[config.mk]
export PLATFORM = sky130hd
export DESIGN_NAME = tube_scan_flat
export DESIGN_NICKNAME = d
export VERILOG_FILES = /design/src/rtl/tube_scan_if.sv /design/src/rtl/tube_scan.sv /design/src/flat_wrapper.sv
export SDC_FILE = /design/constraint.sdc
export NUM_CORES = 1
export LEC_CHECK = 0
export ABC_AREA = 1
export CORE_MARGIN = 8
export CORE_UTILIZATION = 60
export CTS_CLUSTER_DIAMETER = 200
export DETAILED_ROUTE_END_ITERATION = 10
export PLACE_DENSITY = 0.88
export SYNTH_ARGS = -nofsm -noshare
export SYNTH_HDL_FRONTEND = slang
export SYNTH_SLANG_ARGS = --single-unit
[constraint.sdc]
create_clock -name clk -period 2.74 [get_ports clk]
set_input_delay 0.548 -clock clk [delete_from_list [all_inputs] [get_ports clk]]
set_output_delay 0.548 -clock clk [all_outputs]
set_load 0.01 [all_outputs]
[src/rtl/tube_scan_if.sv]
// tube_scan_if: signal bundle between a controller and the tube scan driver.
//   en         scan enable (low = display dark)
//   load       one-cycle strobe, capture data_in
//   data_in    32-bit hex word, nibble i = data_in[4i+3:4i]
//   nibble     current digit value towards the segment decoder
//   dig        active-low digit enables
//   frame_done one-cycle pulse after each frame boundary
// master = controller side, slave = tube_scan side.
interface tube_scan_if;
  logic        en;
  logic        load;
  logic [31:0] data_in;
  logic [3:0]  nibble;
  logic [7:0]  dig;
  logic        frame_done;

  modport master (
    output en,
    output load,
    output data_in,
    input  nibble,
    input  dig,
    input  frame_done
  );

  modport slave (
    input  en,
    input  load,
    input  data_in,
    output nibble,
    output dig,
    output frame_done
  );
endinterface

[src/rtl/tube_scan.sv]
// tube_scan: multiplexed scan driver for an 8-digit common-anode 7-segment tube.
// Holds a double-buffered hex word and time-slices the digits, each slot starting
// with a dark period to suppress ghosting. New words are swapped in only at frame
// boundaries (or immediately while the display is disabled), so a value never
// appears half-updated.
// Ports:
//   clk  system clock
//   rst  synchronous active-high reset
//   bus  tube_scan_if.slave (en, load, data_in in; nibble, dig, frame_done out)
// Parameters: SCAN_DIV cycles per slot (>= 2), BLANK_CYC dark cycles per slot
// (< SCAN_DIV), NUM_DIG digits scanned (1..8).
// Optional: define TUBE_SCAN_LZB_EN for leading-zero blanking.
module tube_scan #(
  parameter int unsigned SCAN_DIV  = 50000,
  parameter int unsigned BLANK_CYC = 500,
  parameter int unsigned NUM_DIG   = 8
) (
  input  logic       clk,
  input  logic       rst,
  tube_scan_if.slave bus
);

  localparam int unsigned DivW = $clog2(SCAN_DIV);
  localparam logic [DivW-1:0] DivMax = DivW'(SCAN_DIV - 1);
  localparam logic [2:0]      IdxMax = 3'(NUM_DIG - 1);

  logic [DivW-1:0] div_cnt_q, div_cnt_d;
  logic [2:0]      idx_q, idx_d;
  logic [31:0]     active_q, active_d;
  logic [31:0]     pending_q, pending_d;
  logic            pend_flag_q, pend_flag_d;
  logic [3:0]      nibble_q, nibble_d;
  logic [7:0]      dig_q, dig_d;
  logic            frame_done_q, frame_done_d;

  logic slot_wrap;
  logic frame_end;
  logic suppress;

  assign slot_wrap = (div_cnt_q == DivMax);
  assign frame_end = slot_wrap && (idx_q == IdxMax);

  // State register, including the registered outputs.
  always_ff @(posedge clk) begin
    if (rst) begin
      div_cnt_q    <= '0;
      idx_q        <= '0;
      active_q     <= '0;
      pending_q    <= '0;
      pend_flag_q  <= 1'b0;
      nibble_q     <= 4'h0;
      dig_q        <= 8'hff;
      frame_done_q <= 1'b0;
    end else begin
      div_cnt_q    <= div_cnt_d;
      idx_q        <= idx_d;
      active_q     <= active_d;
      pending_q    <= pending_d;
      pend_flag_q  <= pend_flag_d;
      nibble_q     <= nibble_d;
      dig_q        <= dig_d;
      frame_done_q <= frame_done_d;
    end
  end

  // Next state: slot/digit counters and the double buffer.
  always_comb begin
    div_cnt_d   = div_cnt_q;
    idx_d       = idx_q;
    active_d    = active_q;
    pending_d   = pending_q;
    pend_flag_d = pend_flag_q;

    if (!bus.en) begin
      // Display is dark, so there is nothing to tear: swap straight in.
      div_cnt_d   = '0;
      idx_d       = '0;
      pend_flag_d = 1'b0;
      if (bus.load) begin
        active_d = bus.data_in;
      end else if (pend_flag_q) begin
        active_d = pending_q;
      end
    end else begin
      if (slot_wrap) begin
        div_cnt_d = '0;
        idx_d     = (idx_q == IdxMax) ? 3'd0 : idx_q + 3'd1;
      end else begin
        div_cnt_d = div_cnt_q + 1'b1;
      end

      if (bus.load) begin
        pending_d   = bus.data_in;
        pend_flag_d = 1'b1;
      end

      if (frame_end) begin
        // A load on the boundary cycle bypasses the pending buffer.
        if (bus.load) begin
          active_d    = bus.data_in;
          pend_flag_d = 1'b0;
        end else if (pend_flag_q) begin
          active_d    = pending_q;
          pend_flag_d = 1'b0;
        end
      end
    end
  end

`ifdef TUBE_SCAN_LZB_EN
  // Suppress digit idx (> 0) when it and every more significant digit are zero.
  always_comb begin
    logic upper_zero;
    upper_zero = 1'b1;
    for (int j = 0; j < 8; j++) begin
      if (j < int'(NUM_DIG) && j >= int'(idx_q) && active_q[4*j +: 4] != 4'h0) begin
        upper_zero = 1'b0;
      end
    end
    suppress = (idx_q != 3'd0) && upper_zero;
  end
`else
  assign suppress = 1'b0;
`endif

  // Output decode, registered one cycle behind the counters.
  always_comb begin
    nibble_d     = active_q[{idx_q, 2'b00} +: 4];
    dig_d        = 8'hff;
    frame_done_d = 1'b0;
    if (bus.en) begin
      frame_done_d = frame_end;
      if (32'(div_cnt_q) >= BLANK_CYC && !suppress) begin
        dig_d[idx_q] = 1'b0;
      end
    end
  end

  assign bus.nibble     = nibble_q;
  assign bus.dig        = dig_q;
  assign bus.frame_done = frame_done_q;

endmodule

[src/flat_wrapper.sv]
// flat-port wrapper written by rule: the top's interface ports become plain ports
module tube_scan_flat 
#(
  parameter int unsigned SCAN_DIV  = 50000,
  parameter int unsigned BLANK_CYC = 500,
  parameter int unsigned NUM_DIG   = 8
)
  (clk, rst, bus_en, bus_load, bus_data_in, bus_nibble, bus_dig, bus_frame_done);
  tube_scan_if bus_i ();
  input  logic clk;
  input  logic rst;
  input wire logic [$bits(bus_i.en)-1:0] bus_en;
  input wire logic [$bits(bus_i.load)-1:0] bus_load;
  input wire logic [$bits(bus_i.data_in)-1:0] bus_data_in;
  output wire logic [$bits(bus_i.nibble)-1:0] bus_nibble;
  output wire logic [$bits(bus_i.dig)-1:0] bus_dig;
  output wire logic [$bits(bus_i.frame_done)-1:0] bus_frame_done;
  assign bus_i.en = bus_en;
  assign bus_i.load = bus_load;
  assign bus_i.data_in = bus_data_in;
  assign bus_nibble = bus_i.nibble;
  assign bus_dig = bus_i.dig;
  assign bus_frame_done = bus_i.frame_done;
  tube_scan #(.SCAN_DIV(SCAN_DIV), .BLANK_CYC(BLANK_CYC), .NUM_DIG(NUM_DIG)) u_core (.clk(clk), .rst(rst), .bus(bus_i));
endmodule
Yosys cells after proc, flatten, opt, wreduce, memory -nomap -nowiden
Index checks and enable logic that the tools add are counted.
{"block": "word_totals", "reg_bits": 97, "inputBits": 36, "n_memories": 0, "mem_bits_rw": 0, "rom_bits": 0, "elab_cells": 37, "latchBits": 0, "out_inout_bits": 13}
{"block": "op_classes", "addsub": 2, "mux": 11, "mul": 0, "n_eq_ne": 3, "div_mod_pow": 0, "shifts": 1, "n_lt_le_gt_ge": 3, "n_bitwise": 3, "n_reduce_logical": 6}
{"cell": "$mux W32", "n": 4}
{"cell": "$shiftx A32 B6 Y4", "n": 1}
{"cell": "$add A16 B1 Y16 const B", "n": 1}
{"cell": "$eq A16 B16 Y1 const B", "n": 1}
{"cell": "$ge A16 B9 Y1 const B", "n": 1}
{"cell": "$not A8 Y8", "n": 1}
{"cell": "$reduce_or A3 Y1", "n": 2}
{"cell": "$mux W1", "n": 5}
{"cell": "$lt A3 B4 Y1 const B", "n": 1}
{"cell": "$add A3 B1 Y3 const B", "n": 1}
{"cell": "$demux W1 S3", "n": 1}
{"cell": "$eq A3 B3 Y1 const B", "n": 1}
{"cell": "$ge A3 B1 Y1 const B", "n": 1}
{"cell": "$mux W3", "n": 1}
{"cell": "$logic_and A1 B1 Y1", "n": 2}
{"cell": "$ne A2 B1 Y1 const B", "n": 1}
{"cell": "$not A1 Y1", "n": 2}
{"cell": "$reduce_and A2 Y1", "n": 1}
{"cell": "$reduce_or A2 Y1", "n": 1}

Longest topological paths before layout
Gate-level depths: netlist of run 1.
{"block": "logic_depth", "depth_word": 5, "depth_mapped": 11, "depth_no_buf": 10}

Worst setup path after synthesis of run 1
OpenSTA, ideal clock, no wires.
{"block": "synth_path", "kind": "in2reg", "start": "input port rst", "end": "register u_core.div_cnt_q[10]", "stages": 7, "path_slack_ps": 1138, "path_buffers": 2, "arrival_time_ps": 1485, "required_time_ps": 2623, "path_cell_list": "buf_2 -> inv_2 -> nand2_2 -> clkinv_1 -> nand2_1 -> buf_2 -> nor2_1"}
{"block": "synth_via", "elab_chain_cells": 1}
{"element": "start, declared", "line_no": "flat_wrapper.sv:11", "text": "input logic rst;"}
{"element": "$reduce_or A3 Y1 (no line)"}
{"element": "end signal, assigned", "line_no": "tube_scan.sv:55", "text": "div_cnt_q <= div_cnt_d;"}
{"element": "end, declared", "line_no": "tube_scan.sv:27", "text": "logic [DivW-1:0] div_cnt_q, div_cnt_d;"}
No other way between the ends.
A chain may end at the register's enable or synchronous reset.

Worst setup path in the final report of run 1
{"block": "layout_path", "start": "register u_core.div_cnt_q[0]", "end": "register u_core.active_q[19]"}
{"block": "layout_via", "elab_chain_cells": 3}
{"element": "$eq A16 B16 Y1", "line_no": "tube_scan.sv:40", "text": "assign slot_wrap = (div_cnt_q == DivMax);"}
{"element": "$logic_and A1 B1 Y1", "line_no": "tube_scan.sv:41", "text": "assign frame_end = slot_wrap && (idx_q == IdxMax);"}
{"element": "$ne A2 B1 Y1 (no line)"}
{"element": "end signal, assigned", "line_no": "tube_scan.sv:57", "text": "active_q <= active_d;"}
{"element": "end, declared", "line_no": "tube_scan.sv:29", "text": "logic [31:0] active_q, active_d;"}
No other way between the ends.

==> results of run 1 <==
power by group:
group	switching, mW	total [mW]	internal (mW)	leakage, nW
logic	0.184	0.311	0.127	1.23
clock network	0.511	0.935	0.424	0.0889
registers	0.0226	1.50	1.48	0.796
total	0.717	2.75	2.03	2.11
registers in the layout, indices dropped and copies added, names as in the netlist:
register and flops:
u_core.idx_q 3, u_core.bus.frame_done 1, u_core.active_q 32, u_core.bus.dig 8, u_core.bus.nibble 4, u_core.div_cnt_q 16
u_core.pending_q 32, u_core.pend_flag_q 1
metrics by stage:
stage / instances / cell area (µm²) / setup slack [ps] / utilization
2_1_floorplan: 618 / 4310 / 1140 / -
3_3_place_gp: 741 / 4810 / 592 / 0.678
3_5_place_dp: 741 / 4810 / 530 / 0.678
4_1_cts: 757 / 5010 / 808 / 0.706
5_1_grt: 757 / 5010 / 602 / 0.706
6_report: 757 / 5010 / 809 / 0.706
layout make-up:
cell class                      instances  area (µm²)
Clock buffer                           10         128
Sequential cell                        97        1940
Multi-Input combinational cell        405        1900
Inverter                               88         330
Timing Repair Buffer                   52         518
Fill cell                             591        2090
Clock inverter                          6        66.3
Tap cell                               99         124
logic make-up (layout without fill, tap and decap cells):
logic type                 after synthesis  after routing
xor gates and xnor gates                 4              4
adders and majority gates                4              4
AOI/OAI and AO/OA                      108            108
DFF                                     97             97
and+or+nand+nor                        289            289
buffers and inverters                  116            156
worst paths after layout:
check                                          end  slack [ps]  cells after the start
hold / removal    u_core.pending_q[8]$_SDFFE_PP0P_         470                      2
setup reg to reg  u_core.active_q[19]$_SDFFE_PP0P_         810                      8
hold reg to reg   u_core.pending_q[8]$_SDFFE_PP0P_         470                      2
setup / recovery  u_core.active_q[19]$_SDFFE_PP0P_         810                      8
critical path, delay by kind of cell (launching register included):
kind,cells,cell delay (ps)
adders and majority gates,1,200
DFF,1,390
and+or+nand+nor,7,1210
routing by layer:
layer	track usage	up-vias	routed length (µm)
met5	0	-	0
met4	0.107	0	270
met3	0.0331	25	364
met2	0.331	87	4530
met1	0.230	1768	4190
li1	-	2020	-
cell usage in the layout, fill, tap and decap left out, types with 2 or more instances in the layout:
cell type | synthesis | routed
o22ai_1 | 6 | 6
nand2_1 | 130 | 129
nor3_1 | 5 | 5
ha_1 | 4 | 4
or2_2 | 3 | 3
nand4_1 | 10 | 10
nand3_1 | 9 | 9
a21oi_1 | 21 | 21
nor2_1 | 125 | 125
clkinvlp_4 | 0 | 3
inv_2 | 2 | 2
nor3b_1 | 2 | 2
a211oi_1 | 33 | 33
clkdlybuf4s50_1 | 0 | 47
dfxtp_1 | 97 | 97
inv_1 | 85 | 85
o211ai_1 | 2 | 2
o21ai_0 | 41 | 41
clkbuf_8 | 0 | 9
o221ai_1 | 2 | 2
nand2_2 | 2 | 3
o31ai_1 | 2 | 2
xor2_1 | 3 | 3
buf_4 | 0 | 3
==> reports/metrics.cfg, run 1 <==
[outcome]
status=finished, final reports clean

[sta]
tns_ps=0
whs_ps=465
rsz0062_at_grt=no
setup_viol=0
tightest_slew_ps=621
hold_viol=0
relSlewSlack=0.586
slew_viol_final=0
skew_ps=8.12
fmax_ghz=0.518
fin_crit_sh=0.705
post-route-min-period_ps=1930

[synth]
syn_area_um2=4310
synth_compound_area_frac=0.151
synth_fa_ha_area_frac=0.0116
synth_top_family_by_area=simple AND/OR/NAND/NOR gates
postSynthAreaPerCell_um2=6.97
yosysTopAreaCellShare=0.451
syn_nets=658
yosys.cell_count.top_type=nand2_1
yosys-top-cells-count=nand2_1, nor2_1, dfxtp_1
ys_seq_area_frac=0.451
synth-main-ff-cell=dfxtp_1
synth_top_area_cell=dfxtp_1
synth_xor_area_frac=0.00814
synth-simple-area-share=0.270
ys_ff_latch=97
ys_async_sr_fraction=0
synthCells=618
synthTopCellsByArea=dfxtp_1, nand2_1, nor2_1, inv_1, a211oi_1
synth_edf_count=0
synth_cell_types=29
yosys_warnings=0
synth.area.mux_share=0

[flow_run]
drv_cap=0

[clock_tree]
clkSinkCount=97
htreeDepth=3
clkLatencyLatePin_ps=360
cts_root_buf=clkbuf_8
clk_pin_slew_ps=100
cts_resized=0
cts_hold_buf=0
cts_setup_buffers=0
cts-buffers-inserted=9
clockBufferDepth=2
cts_tree=built

[global_route]
grt_pass1_vias=3716
grt_max_degree=65
antenna_found_initial=0
grt_use_total=0.196
grt-ovfl-total=0
grt_pass1_wl_um=16200

[die]
die_area_um2=10100
die_w_um=101
fp.dieH_um=101
initial_utilization=0.607
coreArea_um2=7100
num_rows=31
io_pins=49

[worst_setup_path]
slowest_delay_ps=390
crit_chain=ha_1, nand3_1, nor2_2, nand3_2, nand2_2, nand2_4, nor2_1, nor2_1
arrival_ps=2180
crit_type=reg2reg
critPathCaptureType=flop
cp.required_ps=2990
slowest_stage=dfxtp_1
critPathMaxFanout=64
crit_top_cell=nor2_1
crit_start=u_core.div_cnt_q[0]$_SDFF_PP0_
rr_startpoint=u_core.div_cnt_q[0]$_SDFF_PP0_
cp-start-kind=flop

[finish]
diodes=0
layout.nets=693
areaGrowthSynthToFinish_pct=16.3
drive_gt1_frac=0.0471

[placed_design]
port_buffers=48
gp_congestion=0.941
dpl.hpwl_um=6530

[min_path]
hold_class=reg2reg
hold_start=u_core.pending_q[8]$_SDFFE_PP0P_

[routing]
wirelength_um=9360
routed_via_density=5.15
first_pass_iters=4
initialDrtViolationCount=212
drc_errors=0
vias=3900
wl_per_cell_um=12.4
drtAntennaViolNets=0

[pwr]
max-vdd-ir-drop_mv=0.362
power.total_mw=2.75
leakage_nw=2.11
powerDensity_nw_per_um2=549

(Power assumes the default switching activity.)
==> inputs of run 2 (changes only) <==
CORE_UTILIZATION = 50   (was 60)
PLACE_DENSITY = 0.79   (was 0.88)
clock period = 1.7 ns   (was 2.74 ns; I/O delays follow)
==> run 2 against run 1 <==
Clock-buffer cell count rose by 2. First-iteration DRC count rose by 19%. Register-to-register slack worse by 660 ps. Sequential cell count is the same. Highest routed layer unchanged. Clock power increased by 54%. Non-clock buffer count increased by 12.
==> reports/metrics.cfg, run 2 (synthesis results as in run 1) <==
[outcome]
status=finished, final reports clean  ; unchanged

[global_route]
grt_max_degree=48  ; was 65
grt_pass1_wl_um=16900  ; was 16200 µm
grt_use_total=0.176  ; was 0.196
grt_pass1_vias=3840  ; was 3716
grt-ovfl-total=0  ; unchanged
antenna_found_initial=0  ; unchanged

[routing]
drtAntennaViolNets=0  ; unchanged
routed_via_density=5.07  ; was 5.15
drc_errors=0  ; unchanged
initialDrtViolationCount=253  ; was 212
first_pass_iters=5  ; was 4
vias=3948  ; was 3900
wirelength_um=9750  ; was 9360 µm
wl_per_cell_um=12.5  ; was 12.4 µm

[sta]
hold_viol=0  ; unchanged
fin_crit_sh=0.916
whs_ps=453  ; was 465 ps
skew_ps=10.5  ; was 8.12 ps
relSlewSlack=0.749  ; was 0.586
setup_viol=0  ; unchanged
tightest_slew_ps=376  ; was 621 ps
fmax_ghz=0.642
slew_viol_final=0  ; unchanged
post-route-min-period_ps=1560

[finish]
areaGrowthSynthToFinish_pct=20.3  ; was 16.3%
final_cell_mix=nand2_1, nor2_1, dfxtp_1, inv_1, clkdlybuf4s50_1  ; unchanged
layout.nets=705  ; was 693
drive_gt1_frac=0.0746  ; was 0.0471
final_cell_area_um2=5180  ; was 5010 µm²
diodes=0  ; unchanged
final_common_cell=nand2_1  ; unchanged
top_regs=u_core.active_q x32, u_core.pending_q x32, u_core.div_cnt_q x16  ; unchanged

[placed_design]
port_buffers=48  ; unchanged
gp_congestion=0.848  ; was 0.941
placed_area_um2=4980  ; was 4810 µm²
dpl.hpwl_um=7150  ; was 6530 µm

[pwr]
max-vdd-ir-drop_mv=0.571  ; was 0.362 mV
power_frac_clock=0.328  ; was 0.340
comb_power_share=0.122  ; was 0.113
sequentialPowerShare=0.550  ; was 0.547
leakage_nw=2.20  ; was 2.11 nW
switching_share=0.257  ; was 0.261
powerDensity_nw_per_um2=849  ; was 549 nW/µm²
p_int_mw=3.27  ; was 2.03 mW
switching_power_mw=1.13  ; was 0.717 mW

[worst_setup_path]
critPathMaxFanout=1  ; was 64
crit_start=u_core.bus.dig[6]$_SDFF_PP1_  ; was u_core.div_cnt_q[0]$_SDFF_PP0_
arrival_ps=1220  ; was 2180 ps
cp-start-kind=flop  ; unchanged
slowest_delay_ps=540  ; was 390 ps
slowest_stage=clkdlybuf4s50_1  ; was dfxtp_1
critPathCaptureType=primary output  ; was flop
cp.required_ps=1360  ; was 2990 ps
crit_chain=clkdlybuf4s50_1  ; was ha_1, nand3_1, nor2_2, nand3_2, nand2_2, nand2_4, nor2_1, nor2_1
crit_type=reg2out  ; was reg2reg
path_delay_family=buffers and inverters  ; was simple AND/OR/NAND/NOR gates
rr_startpoint=u_core.idx_q[1]$_SDFFE_PP0P_  ; was u_core.div_cnt_q[0]$_SDFF_PP0_
path_buf_inv=1  ; was 0

[clock_tree]
clkSinkCount=97  ; unchanged
cts_hold_buf=0  ; unchanged
cts_tree=built  ; unchanged
clockBufferDepth=2  ; unchanged
clk_pin_slew_ps=90  ; was 100 ps
clkLatencyLatePin_ps=360  ; about the same
htreeDepth=3  ; unchanged
cts-buffers-inserted=9  ; unchanged
cts_root_buf=clkbuf_8  ; unchanged

[die]
die_w_um=109  ; was 101 µm
die_area_um2=11800  ; was 10100 µm²
initial_utilization=0.504  ; was 0.607
fp.dieH_um=109  ; was 101 µm
io_pins=49  ; unchanged
coreArea_um2=8550  ; was 7100 µm²
num_rows=34  ; was 31

[flow_run]
drv_cap=0  ; unchanged

[min_path]
hold_class=reg2reg  ; unchanged
hold_start=u_core.div_cnt_q[0]$_SDFF_PP0_  ; was u_core.pending_q[8]$_SDFFE_PP0P_

## run 2: stage by stage
step	std cells	utilization	worst slack (ps)	TNS, ps	power, mW
2_1_floorplan	618	-	221	0	2.80
3_3_place_gp	762	0.582	140	0	2.99
3_5_place_dp	762	0.582	83.7	0	3.01
4_1_cts	778	0.605	84.1	0	4.44
5_1_grt	778	0.606	-8.06	-8.06	4.60
6_report	778	0.606	143	0	4.40
## run 2: routing by layer
layer,wire length (µm),share of wire,track usage,vias up
li1,-,-,-,2047
met1,4270,0.44,0.206,1790
met2,4830,0.50,0.301,99
met3,476,0.049,0.0473,12
met4,164,0.017,0.0645,0
met5,0,0,0,-
## run 2: worst register-to-register path: stages, from the launching register on
cell	delay, ps
dfxtp_1	420
ha_1	190
ha_1	200
nand3_2	120
nand2_2	100
nand2_4	70
buf_12	170
nor2_1	120
nor2_1	60
## run 2: final cells by class
class	count	area [µm²]
inverter	88	330
clock inverter	4	26.3
timing repair buffer	64	671
sequential	97	1950
fill	787	3370
clock buffer	12	165
multi-input combinational	405	1910
tap	108	135
## run 2: final timing paths
check                                endpoint  slack, ps  depth (start not counted)
min reg2reg    u_core.div_cnt_q[0]$_SDFF_PP0_        450                          1
max reg2reg  u_core.active_q[22]$_SDFFE_PP0P_        150                          8
min            u_core.div_cnt_q[0]$_SDFF_PP0_        450                          1
max                                bus_dig[6]        140                          1
## run 2: repair_timing
action                     in CTS  in global routing
resized for setup               0                  6
setup endpoints to repair       0                 34
buffers inserted                0                  0
## run 2: power by group through the flow
stage	registers [mW]	logic [mW]	clock network, mW
after floorplan	2.47	0.329	0
after global placement	2.47	0.519	0
after detailed placement	2.47	0.535	0
after CTS	2.42	0.540	1.47
after global routing	2.43	0.615	1.55
final	2.42	0.537	1.44
